File: src/rtl/niosqsys_oci_dct_sequencer.sv
// niosqsys_oci_dct_sequencer
//   Packs 2-bit trace atoms from the CPU trace port into a 30-bit DCT
//   buffer, hands each full or flushed frame to the OCI trace FIFO with a
//   valid/ready handshake, and runs the end-of-test flush.
//
// Ports
//   clk, reset        clock (rising edge) and asynchronous active-high reset
//   atom_valid/ready  trace atom handshake, atom_data is the 2-bit atom
//   test_ending       level flush request, sampled every cycle
//   frm_valid/ready   frame handshake towards the trace FIFO
//   frm_data/count    frame payload and atom count (zero when no frame)
//   dct_buffer/count  live packing buffer and atom count (monitor taps)
//   test_has_ended    flush complete, sticky until reset
//   drop_count        atoms refused while not filling
//
// Build option
//   OCI_DCT_DROP_CNT_EN  when defined, drop_count is a saturating 8-bit
//                        counter; otherwise drop_count is tied to zero.
module niosqsys_oci_dct_sequencer #(
  parameter int ATOM_W = 2,
  parameter int ATOMS  = 15,
  parameter int CNT_W  = 4
) (
  input  logic                      clk,
  input  logic                      reset,
  input  logic                      atom_valid,
  input  logic [ATOM_W-1:0]         atom_data,
  output logic                      atom_ready,
  input  logic                      test_ending,
  output logic                      frm_valid,
  input  logic                      frm_ready,
  output logic [ATOM_W*ATOMS-1:0]   frm_data,
  output logic [CNT_W-1:0]          frm_count,
  output logic [ATOM_W*ATOMS-1:0]   dct_buffer,
  output logic [CNT_W-1:0]          dct_count,
  output logic                      test_has_ended,
  output logic [7:0]                drop_count
);

  localparam int BUF_W = ATOM_W * ATOMS;
  localparam logic [CNT_W-1:0] CNT_FULL = CNT_W'(ATOMS);

  typedef enum logic [1:0] {
    ST_FILL,
    ST_EMIT,
    ST_DONE
  } state_t;

  state_t             state_reg, state_next;
  logic [BUF_W-1:0]   buf_reg, buf_next;
  logic [CNT_W-1:0]   cnt_reg, cnt_next;
  logic               pend_reg, pend_next;
  // Holds atom_ready low for the first cycle after reset release.
  logic               alive_reg;
  logic               accept;

  assign atom_ready     = alive_reg && (state_reg == ST_FILL);
  assign accept         = atom_valid && atom_ready;
  assign frm_valid      = (state_reg == ST_EMIT);
  assign frm_data       = frm_valid ? buf_reg : '0;
  assign frm_count      = frm_valid ? cnt_reg : '0;
  assign dct_buffer     = buf_reg;
  assign dct_count      = cnt_reg;
  assign test_has_ended = (state_reg == ST_DONE);

  always_ff @(posedge clk or posedge reset) begin
    if (reset) begin
      state_reg <= ST_FILL;
      buf_reg   <= '0;
      cnt_reg   <= '0;
      pend_reg  <= 1'b0;
      alive_reg <= 1'b0;
    end else begin
      state_reg <= state_next;
      buf_reg   <= buf_next;
      cnt_reg   <= cnt_next;
      pend_reg  <= pend_next;
      alive_reg <= 1'b1;
    end
  end

  always_comb begin
    state_next = state_reg;
    buf_next   = buf_reg;
    cnt_next   = cnt_reg;
    pend_next  = pend_reg;
    case (state_reg)
      ST_FILL: begin
        if (test_ending) pend_next = 1'b1;
        // An atom arriving with the flush request is packed first, so the
        // flushed frame includes it.
        for (int i = 0; i < ATOMS; i++) begin
          if (accept && cnt_reg == CNT_W'(i)) begin
            buf_next[i*ATOM_W +: ATOM_W] = atom_data;
          end
        end
        if (accept) cnt_next = cnt_reg + CNT_W'(1);
        if (cnt_next == CNT_FULL) begin
          state_next = ST_EMIT;
        end else if (test_ending || pend_reg) begin
          // Never hand an empty frame to the FIFO.
          state_next = (cnt_next != '0) ? ST_EMIT : ST_DONE;
        end
      end
      ST_EMIT: begin
        if (test_ending) pend_next = 1'b1;
        if (frm_ready) begin
          buf_next   = '0;
          cnt_next   = '0;
          state_next = (pend_reg || test_ending) ? ST_DONE : ST_FILL;
        end
      end
      ST_DONE: begin
        state_next = ST_DONE;
      end
      default: begin
        state_next = ST_FILL;
      end
    endcase
  end

`ifdef OCI_DCT_DROP_CNT_EN
  logic [7:0] drop_reg;

  // Any offered atom outside FILL is refused; the counter sticks at 255.
  always_ff @(posedge clk or posedge reset) begin
    if (reset) begin
      drop_reg <= 8'd0;
    end else if (atom_valid && state_reg != ST_FILL && drop_reg != 8'hFF) begin
      drop_reg <= drop_reg + 8'd1;
    end
  end

  assign drop_count = drop_reg;
`else
  assign drop_count = 8'd0;
`endif

endmodule

File: config.mk
export PLATFORM = sky130hd
export DESIGN_NAME = niosqsys_oci_dct_sequencer
export DESIGN_NICKNAME = d
export VERILOG_FILES = /design/src/rtl/niosqsys_oci_dct_sequencer.sv
export SDC_FILE = /design/constraint.sdc
export NUM_CORES = 1
export LEC_CHECK = 0
export BUFFER_PORTS_ARGS = -buffer_cell sky130_fd_sc_hd__buf_2
export CAP_MARGIN = 5
export CORE_ASPECT_RATIO = 2
export CORE_MARGIN = 2
export CORE_UTILIZATION = 30
export CTS_BUF_LIST = sky130_fd_sc_hd__clkbuf_8 sky130_fd_sc_hd__clkbuf_16
export CTS_CLUSTER_SIZE = 20
export DETAILED_ROUTE_END_ITERATION = 10
export HOLD_SLACK_MARGIN = 0.08
export MAX_ROUTING_LAYER = met4
export PLACE_DENSITY = 0.56
export SLEW_MARGIN = 20
export SYNTH_ARGS = -nofsm -noshare
export SYNTH_HDL_FRONTEND = slang
export SYNTH_SLANG_ARGS = --single-unit
File: constraint.sdc
create_clock -name clk -period 4.7 [get_ports clk]
set_input_delay 1.175 -clock clk [delete_from_list [all_inputs] [get_ports clk]]
set_output_delay 1.175 -clock clk [all_outputs]
set_load 0.05 [all_outputs]
==> results of run 1 <==
[worst max-delay path by stage]
stage / startpoint / to / slack (ns) / cells past startpoint
2_1_floorplan: dct_count[1] / frm_count[1] / 1.55 / 2
3_3_place_gp: state_reg[0] / frm_valid / 1.81 / 3
3_5_place_dp: state_reg[0] / frm_valid / 1.74 / 3
4_1_cts: state_reg[0] / frm_valid / 1.45 / 3
5_1_grt: state_reg[1] / frm_data[22] / 1.35 / 3
6_report: state_reg[1] / frm_data[2] / 1.45 / 3
[cells in the final DEF, fill, tap and decap left out, types with 3 or more instances in the layout]
cell                        count
sky130_fd_sc_hd__nand4_1        3
sky130_fd_sc_hd__inv_1          3
sky130_fd_sc_hd__nor2b_1        4
sky130_fd_sc_hd__dfrtp_1       37
sky130_fd_sc_hd__ha_1           4
sky130_fd_sc_hd__a21oi_1        9
sky130_fd_sc_hd__buf_4          3
sky130_fd_sc_hd__and3_1        33
sky130_fd_sc_hd__nor2_1         6
sky130_fd_sc_hd__buf_2         77
sky130_fd_sc_hd__a21oi_2       10
sky130_fd_sc_hd__mux2_2        31
sky130_fd_sc_hd__nand2_1        3
sky130_fd_sc_hd__conb_1         9
sky130_fd_sc_hd__nand3_1       12
sky130_fd_sc_hd__clkbuf_16      5
[per-stage QoR]
stage	hold WS (ns)	utilization
after CTS	0.460	0.386
after floorplan	0.428	-
after detailed placement	0.448	0.362
after global placement	0.440	0.362
after global routing	0.486	0.386
final	0.457	0.386
[worst register-to-register path, stage by stage (launching register included)]
cell                      delay [ns]
sky130_fd_sc_hd__dfrtp_1        0.50
sky130_fd_sc_hd__inv_1          0.75
sky130_fd_sc_hd__o21ai_2        0.50
sky130_fd_sc_hd__a21oi_1        0.41
sky130_fd_sc_hd__mux2_2         0.37
[Yosys cell counts]
| library cell | number |
|---|---|
| sky130_fd_sc_hd__clkbuf_1 | 11 |
| sky130_fd_sc_hd__inv_2 | 1 |
| sky130_fd_sc_hd__o21bai_1 | 1 |
| sky130_fd_sc_hd__mux2_2 | 31 |
| sky130_fd_sc_hd__o31a_1 | 1 |
| sky130_fd_sc_hd__a21oi_2 | 10 |
| sky130_fd_sc_hd__or3_1 | 1 |
| sky130_fd_sc_hd__nor2b_1 | 4 |
| sky130_fd_sc_hd__buf_2 | 1 |
| sky130_fd_sc_hd__nor3_1 | 2 |
| sky130_fd_sc_hd__or2_2 | 1 |
| sky130_fd_sc_hd__mux2i_1 | 2 |
| sky130_fd_sc_hd__xnor2_1 | 1 |
| sky130_fd_sc_hd__nor2_1 | 6 |
| sky130_fd_sc_hd__conb_1 | 2 |
| sky130_fd_sc_hd__nand3_1 | 12 |
| sky130_fd_sc_hd__a22o_1 | 1 |
| sky130_fd_sc_hd__dfrtp_1 | 38 |
| sky130_fd_sc_hd__o21ai_0 | 2 |
| sky130_fd_sc_hd__a21o_1 | 1 |
| sky130_fd_sc_hd__nor4b_1 | 1 |
| sky130_fd_sc_hd__a21boi_0 | 1 |
| sky130_fd_sc_hd__a21oi_1 | 9 |
| sky130_fd_sc_hd__and3_1 | 33 |
| sky130_fd_sc_hd__o21ai_2 | 1 |
| sky130_fd_sc_hd__nand2_1 | 3 |
| sky130_fd_sc_hd__nor2_2 | 1 |
| sky130_fd_sc_hd__buf_6 | 5 |
| sky130_fd_sc_hd__nand2b_1 | 1 |
| sky130_fd_sc_hd__o2111a_1 | 1 |
| sky130_fd_sc_hd__o221ai_2 | 1 |
| sky130_fd_sc_hd__and3b_1 | 1 |
| sky130_fd_sc_hd__inv_1 | 4 |
| sky130_fd_sc_hd__nand4_1 | 3 |
| sky130_fd_sc_hd__nor4b_2 | 1 |
| sky130_fd_sc_hd__buf_4 | 9 |
| sky130_fd_sc_hd__ha_1 | 4 |
| sky130_fd_sc_hd__nor4bb_4 | 1 |
| sky130_fd_sc_hd__o21ai_1 | 1 |
| sky130_fd_sc_hd__a31oi_1 | 2 |
| sky130_fd_sc_hd__and2_1 | 1 |
[cells by family after synthesis]
group / count (synthesis) / share of synthesized area
adders and majority gates: 4 / 0.0222
and+or+nand+nor: 72 / 0.197
DFF: 38 / 0.422
muxes: 33 / 0.164
AOI/OAI and AO/OA: 32 / 0.104
xor gates and xnor gates: 1 / 0.00389
other: 2 / 0.00333
buffers and inverters: 31 / 0.0838
[metal layers]
metal,vias to the layer above,global-route usage,part of all wire
met3,9,0.0257,0.046
met2,52,0.260,0.55
met1,888,0.160,0.38
met4,0,0.0699,0.025
met5,-,-,0
li1,872,-,-
[area by class of cell]
cell class	count	area (um2)
Inverter	5	18.8
Multi-Input combinational cell	151	1140
Timing Repair Buffer	80	408
Clock buffer	6	139
Fill cell	747	4460
Tap cell	92	115
Clock inverter	1	30.0
Sequential cell	38	952
==> results.ini, run 1 <==
[run_status]
status = complete, no violations

[sta]
post-route-min-period_ns = 3.25
final_worst_path_cycle_share = 0.691
worst-slew-pin-transition_ns = 1.00
setup-violations-final = 0
drv_slew = 0
max_freq_mhz = 308
grt_setup_unrepaired = false
final.setup.tns_ns = 0
clock_skew_ns = 0.00349
timing.slew.headroom = 0.330
timing.final.hold_violations = 0
final.setup.worst_slack_ns = 1.45

[yosys]
netlist-cell-type-count = 41
top_cell_type_s_share_of_synthesized_area = 0.422
ys_warn_count = 0
synth.avg_cell_area_um2 = 10.6
ys_top_cells_by_area = sky130_fd_sc_hd__dfrtp_1 42%, sky130_fd_sc_hd__mux2_2 15%, sky130_fd_sc_hd__and3_1 9.2%, sky130_fd_sc_hd__a21oi_2 3.9%, sky130_fd_sc_hd__buf_4 3.0%
synth-seq-area-share = 0.422
syn-cell-area_um2 = 2250
post_synth_inst_count = 213
yosys_register_bits = 38
netlist.top_cell.by_area = sky130_fd_sc_hd__dfrtp_1

[place]
io_buffers = 77
dp_slack_ns = 1.74
detailed_place_hpwl_um = 4250
placedInstanceArea_um2 = 2630
finalWeightedCongestion = 0.769
dp.cells = 366

[worst_hold_path]
hold-path-endpoint = pend_reg
min_path_type = flop to flop
worstHoldPathCells = 1
source_of_the_worst_hold_timing_path = pend_reg

[route]
postRouteWirelength_um = 5820
route.antenna.remaining_nets = 0
detailroute.via_count = 1821
drt-wirelength-per-cell_um = 15.6
vias_cell = 4.88
drt_first_iter_violations = 48
dr.pass1.iters = 4
drc_errors = 0

[floorplan]
core_region_area_um2 = 7270
design.die.area_um2 = 8260
starting_density_of_the_core = 0.310
die_h_um = 127
boundaryPins = 86
chipWidth_um = 65.3
fp-row-count = 44

[grt]
grt_max_degree = 38
grt_first_pass_wirelength_um = 9070
grt_overflow_total = 0
vias_in_the_first_global_route = 1771
grt_antenna_before_repair = 0
grt.total_usage = 0.149

[setup_path]
timing.critical_path.to_type = output pin
worst-setup-path-type = flop to output pin
ff2ff_setup_slack_ns = 2.05
cp_slowest_stage_delay_ns = 0.75
rr_endpoint = dct_buffer[27]
start_kind = flop
worst-endpoint-arrival_ns = 2.07
cells_traversed_along_the_worst_timing_path = inv_1 > and3_1 > buf_2
reg2regPathDepth = 4
crit_fanout = 35
worst_ep_required_time_ns = 3.52
worst-path-buf-inv = 2
rr_startpoint = state_reg[1]
crit_slowest_cell = sky130_fd_sc_hd__inv_1
worst_path_dominant_cell_family = buffers and inverters

[final_layout]
total_inserted_antenna_cells = 0
post-route-cell-area_um2 = 2800
area_delta_synth_final_pct = 24.4
final-instance-count-excl-fill = 373
finalNetCount = 292
largest_register_ff_count = 30
drive_above_1_share = 0.488

[clock_tree]
cts-root-buf = sky130_fd_sc_hd__clkbuf_16
tritoncts.num_buffers = 5
post_cts_resize_count = 0
post_cts.repair.setup_buffers = 0
numClockSinks = 38
max_root_sink_buffers = 2
latest_clock_arrival_within_the_worst_skew_pair_ns = 0.28
clock_tree_from_tritoncts = yes
holdBufCountCts = 0
h-tree-depth = 2
path_clk_slew_ns = 0.05

[job]
maxcap_violations = 0

Power of run 1 is left out: the tool's default activity adds up to more than one toggle a clock period on the data nets, which glitch-free logic cannot reach.
==> run 2, diff against run 1 <==
Settings changed: ABC_AREA from default to 1, PLACE_DENSITY 0.56 to 0.57.
Clock period 4.7 ns to 3.26 ns, I/O delays scaled along.
==> results.ini, run 2 <==
[setup_path]
worst_ep_required_time_ns = 2.44
critical_path.startpoint = state_reg[1]
worst_path_dominant_cell_family = simple AND/OR/NAND/NOR gates
cp_slowest_stage_delay_ns = 0.46
reg2regPathDepth = 8
worst-endpoint-arrival_ns = 1.53
start_kind = flop
worst-path-buf-inv = 2
worst-setup-path-type = flop to output pin
crit_slowest_cell = sky130_fd_sc_hd__dfrtp_1
rr_startpoint = state_reg[1]
rr_endpoint = dct_buffer[13]
cells_traversed_along_the_worst_timing_path = nor2_4 > nand2_1 > inv_1 > buf_2
crit_fanout = 24
ff2ff_setup_slack_ns = 1.31
timing.critical_path.to_type = output pin

[power]
vdd.ir_drop.worst_mv = 0.414
power_leakage_nw = 1.49
p_per_area_nw_per_um2 = 1210

[yosys]
netlist.top_cell.by_area = sky130_fd_sc_hd__dfrtp_1
top_cell_type_s_share_of_synthesized_area = 0.458
yosys_register_bits = 38
netlist-cell-type-count = 22
post_synth_inst_count = 284
synth_commonest_cells = 69 x sky130_fd_sc_hd__nand2_1, 42 x sky130_fd_sc_hd__inv_1, 41 x sky130_fd_sc_hd__nor2_1
postSynth.topFlopCell = sky130_fd_sc_hd__dfrtp_1
syn-cell-area_um2 = 2070
synth-seq-area-share = 0.458
ys_warn_count = 0
synthArstFlopShare = 1.00
synth_most_common_cell = sky130_fd_sc_hd__nand2_1
synth-edff-count = 0
ys_top_cells_by_area = sky130_fd_sc_hd__dfrtp_1 46%, sky130_fd_sc_hd__nand2_1 12%, sky130_fd_sc_hd__o21ai_0 8.2%, sky130_fd_sc_hd__inv_1 7.6%, sky130_fd_sc_hd__nor2_1 7.4%
synth.avg_cell_area_um2 = 7.30

[run_status]
status = complete, no violations

[final_layout]
area_delta_synth_final_pct = 27.5
largest_register_ff_count = 30
total_inserted_antenna_cells = 0
final_cell_mix = 77 x sky130_fd_sc_hd__buf_2, 69 x sky130_fd_sc_hd__nand2_1, 42 x sky130_fd_sc_hd__inv_1
finalNetCount = 371
drive_above_1_share = 0.270
mostFrequentLayoutCell = sky130_fd_sc_hd__buf_2

[floorplan]
boundaryPins = 86
chipWidth_um = 62.8
starting_density_of_the_core = 0.311
design.die.area_um2 = 7640
fp-row-count = 42
die_h_um = 122
core_region_area_um2 = 6670

[sta]
max_freq_mhz = 427
timing.slew.headroom = 0.655
worst-slew-pin-transition_ns = 0.516
drv_slew = 0
final_worst_path_cycle_share = 0.719
final.setup.tns_ns = 0
final.setup.worst_slack_ns = 0.915
post-route-min-period_ns = 2.34
clock_skew_ns = 0.00466
setup-violations-final = 0
timing.final.hold_violations = 0
grt_setup_unrepaired = false

[route]
drc_errors = 0
drt_first_iter_violations = 59
postRouteWirelength_um = 5240
drt-wirelength-per-cell_um = 11.7
detailroute.via_count = 1941
vias_cell = 4.34
dr.pass1.iters = 4
route.antenna.remaining_nets = 0

[clock_tree]
post_cts.repair.setup_buffers = 0
holdBufCountCts = 0
latest_clock_arrival_within_the_worst_skew_pair_ns = 0.27
max_root_sink_buffers = 2
path_clk_slew_ns = 0.06
h-tree-depth = 2
cts-root-buf = sky130_fd_sc_hd__clkbuf_16
post_cts_resize_count = 0
clock_tree_from_tritoncts = yes
numClockSinks = 38
tritoncts.num_buffers = 5

[grt]
grt_overflow_total = 0
vias_in_the_first_global_route = 1796
grt.total_usage = 0.145
grt_antenna_before_repair = 0
grt_max_degree = 39
grt_first_pass_wirelength_um = 8540

[place]
finalWeightedCongestion = 0.803
detailed_place_hpwl_um = 3890
dp_slack_ns = 1.21
io_buffers = 77

[worst_hold_path]
worstHoldPathCells = 2
min_path_type = flop to flop
source_of_the_worst_hold_timing_path = dct_buffer[20]
hold-path-endpoint = dct_buffer[20]

[job]
maxcap_violations = 0

==> run 2: power breakdown <==
group	switching [mW]	internal [mW]	total, mW	leakage [nW]
clock	0.167	0.295	0.462	0.0688
sequential	0.202	0.691	0.893	0.475
combinational	1.44	0.401	1.84	0.945
total	1.81	1.39	3.20	1.49
==> run 2: cells by family (layout without fill, tap and decap cells) <==
family,after synthesis,after routing,share of synthesized area
and+or+nand+nor,126,126,0.253
DFF,38,38,0.458
AOI/OAI and AO/OA,53,53,0.129
buffers and inverters,60,128,0.128
adders and majority gates,4,4,0.0241
xor gates and xnor gates,1,1,0.00422
other,2,9,0.00362
==> run 2: worst max-delay path by stage <==
| stage | end | slack (ns) | cells past startpoint |
|---|---|---|---|
| CTS | frm_data[22] | 0.91 | 4 |
| finish | atom_ready | 0.92 | 4 |
| global placement | atom_ready | 1.24 | 4 |
| floorplan | frm_count[0] | 0.46 | 4 |
| detailed placement | frm_data[22] | 1.21 | 4 |
| global route | atom_ready | 0.76 | 4 |
==> run 2: layout make-up <==
type / count / area [um2]
well taps: 88 / 110
clock buffers: 6 / 139
flip-flops and latches: 38 / 951
repair buffers: 78 / 393
multi-input cells: 193 / 885
inverters: 44 / 168
fillers: 753 / 4030
==> run 2: per-layer routing <==
metal | GRT usage | vias to the layer above | share of wire
met5 | - | - | 0
met2 | 0.274 | 47 | 0.56
met4 | 0.0625 | 0 | 0.014
met3 | 0.0139 | 4 | 0.025
li1 | - | 1006 | -
met1 | 0.151 | 884 | 0.40
==> run 2: worst reg2reg max path, stage by stage, from the launching register on <==
cell and delay (ns):
sky130_fd_sc_hd__dfrtp_1 0.46, sky130_fd_sc_hd__nor2_4 0.38, sky130_fd_sc_hd__nand3_2 0.22, sky130_fd_sc_hd__inv_2 0.14, sky130_fd_sc_hd__nand2_1 0.11, sky130_fd_sc_hd__o21ai_0 0.19
sky130_fd_sc_hd__nand2_1 0.13, sky130_fd_sc_hd__nand2_1 0.09, sky130_fd_sc_hd__o21ai_0 0.07
==> run 2: through the flow <==
stage / power, mW / util / std cells / instance area [um2] / hold WS [ns]
floorplan: 2.35 / - / 291 / 2100 / 0.466
global placement: 2.73 / 0.376 / 441 / 2510 / 0.484
detailed placement: 2.76 / 0.376 / 441 / 2510 / 0.496
CTS: 3.23 / 0.396 / 447 / 2650 / 0.510
global route: 3.44 / 0.396 / 447 / 2650 / 0.529
finish: 3.20 / 0.396 / 447 / 2650 / 0.507
No activity file was read; power rests on OpenSTA's default activity.
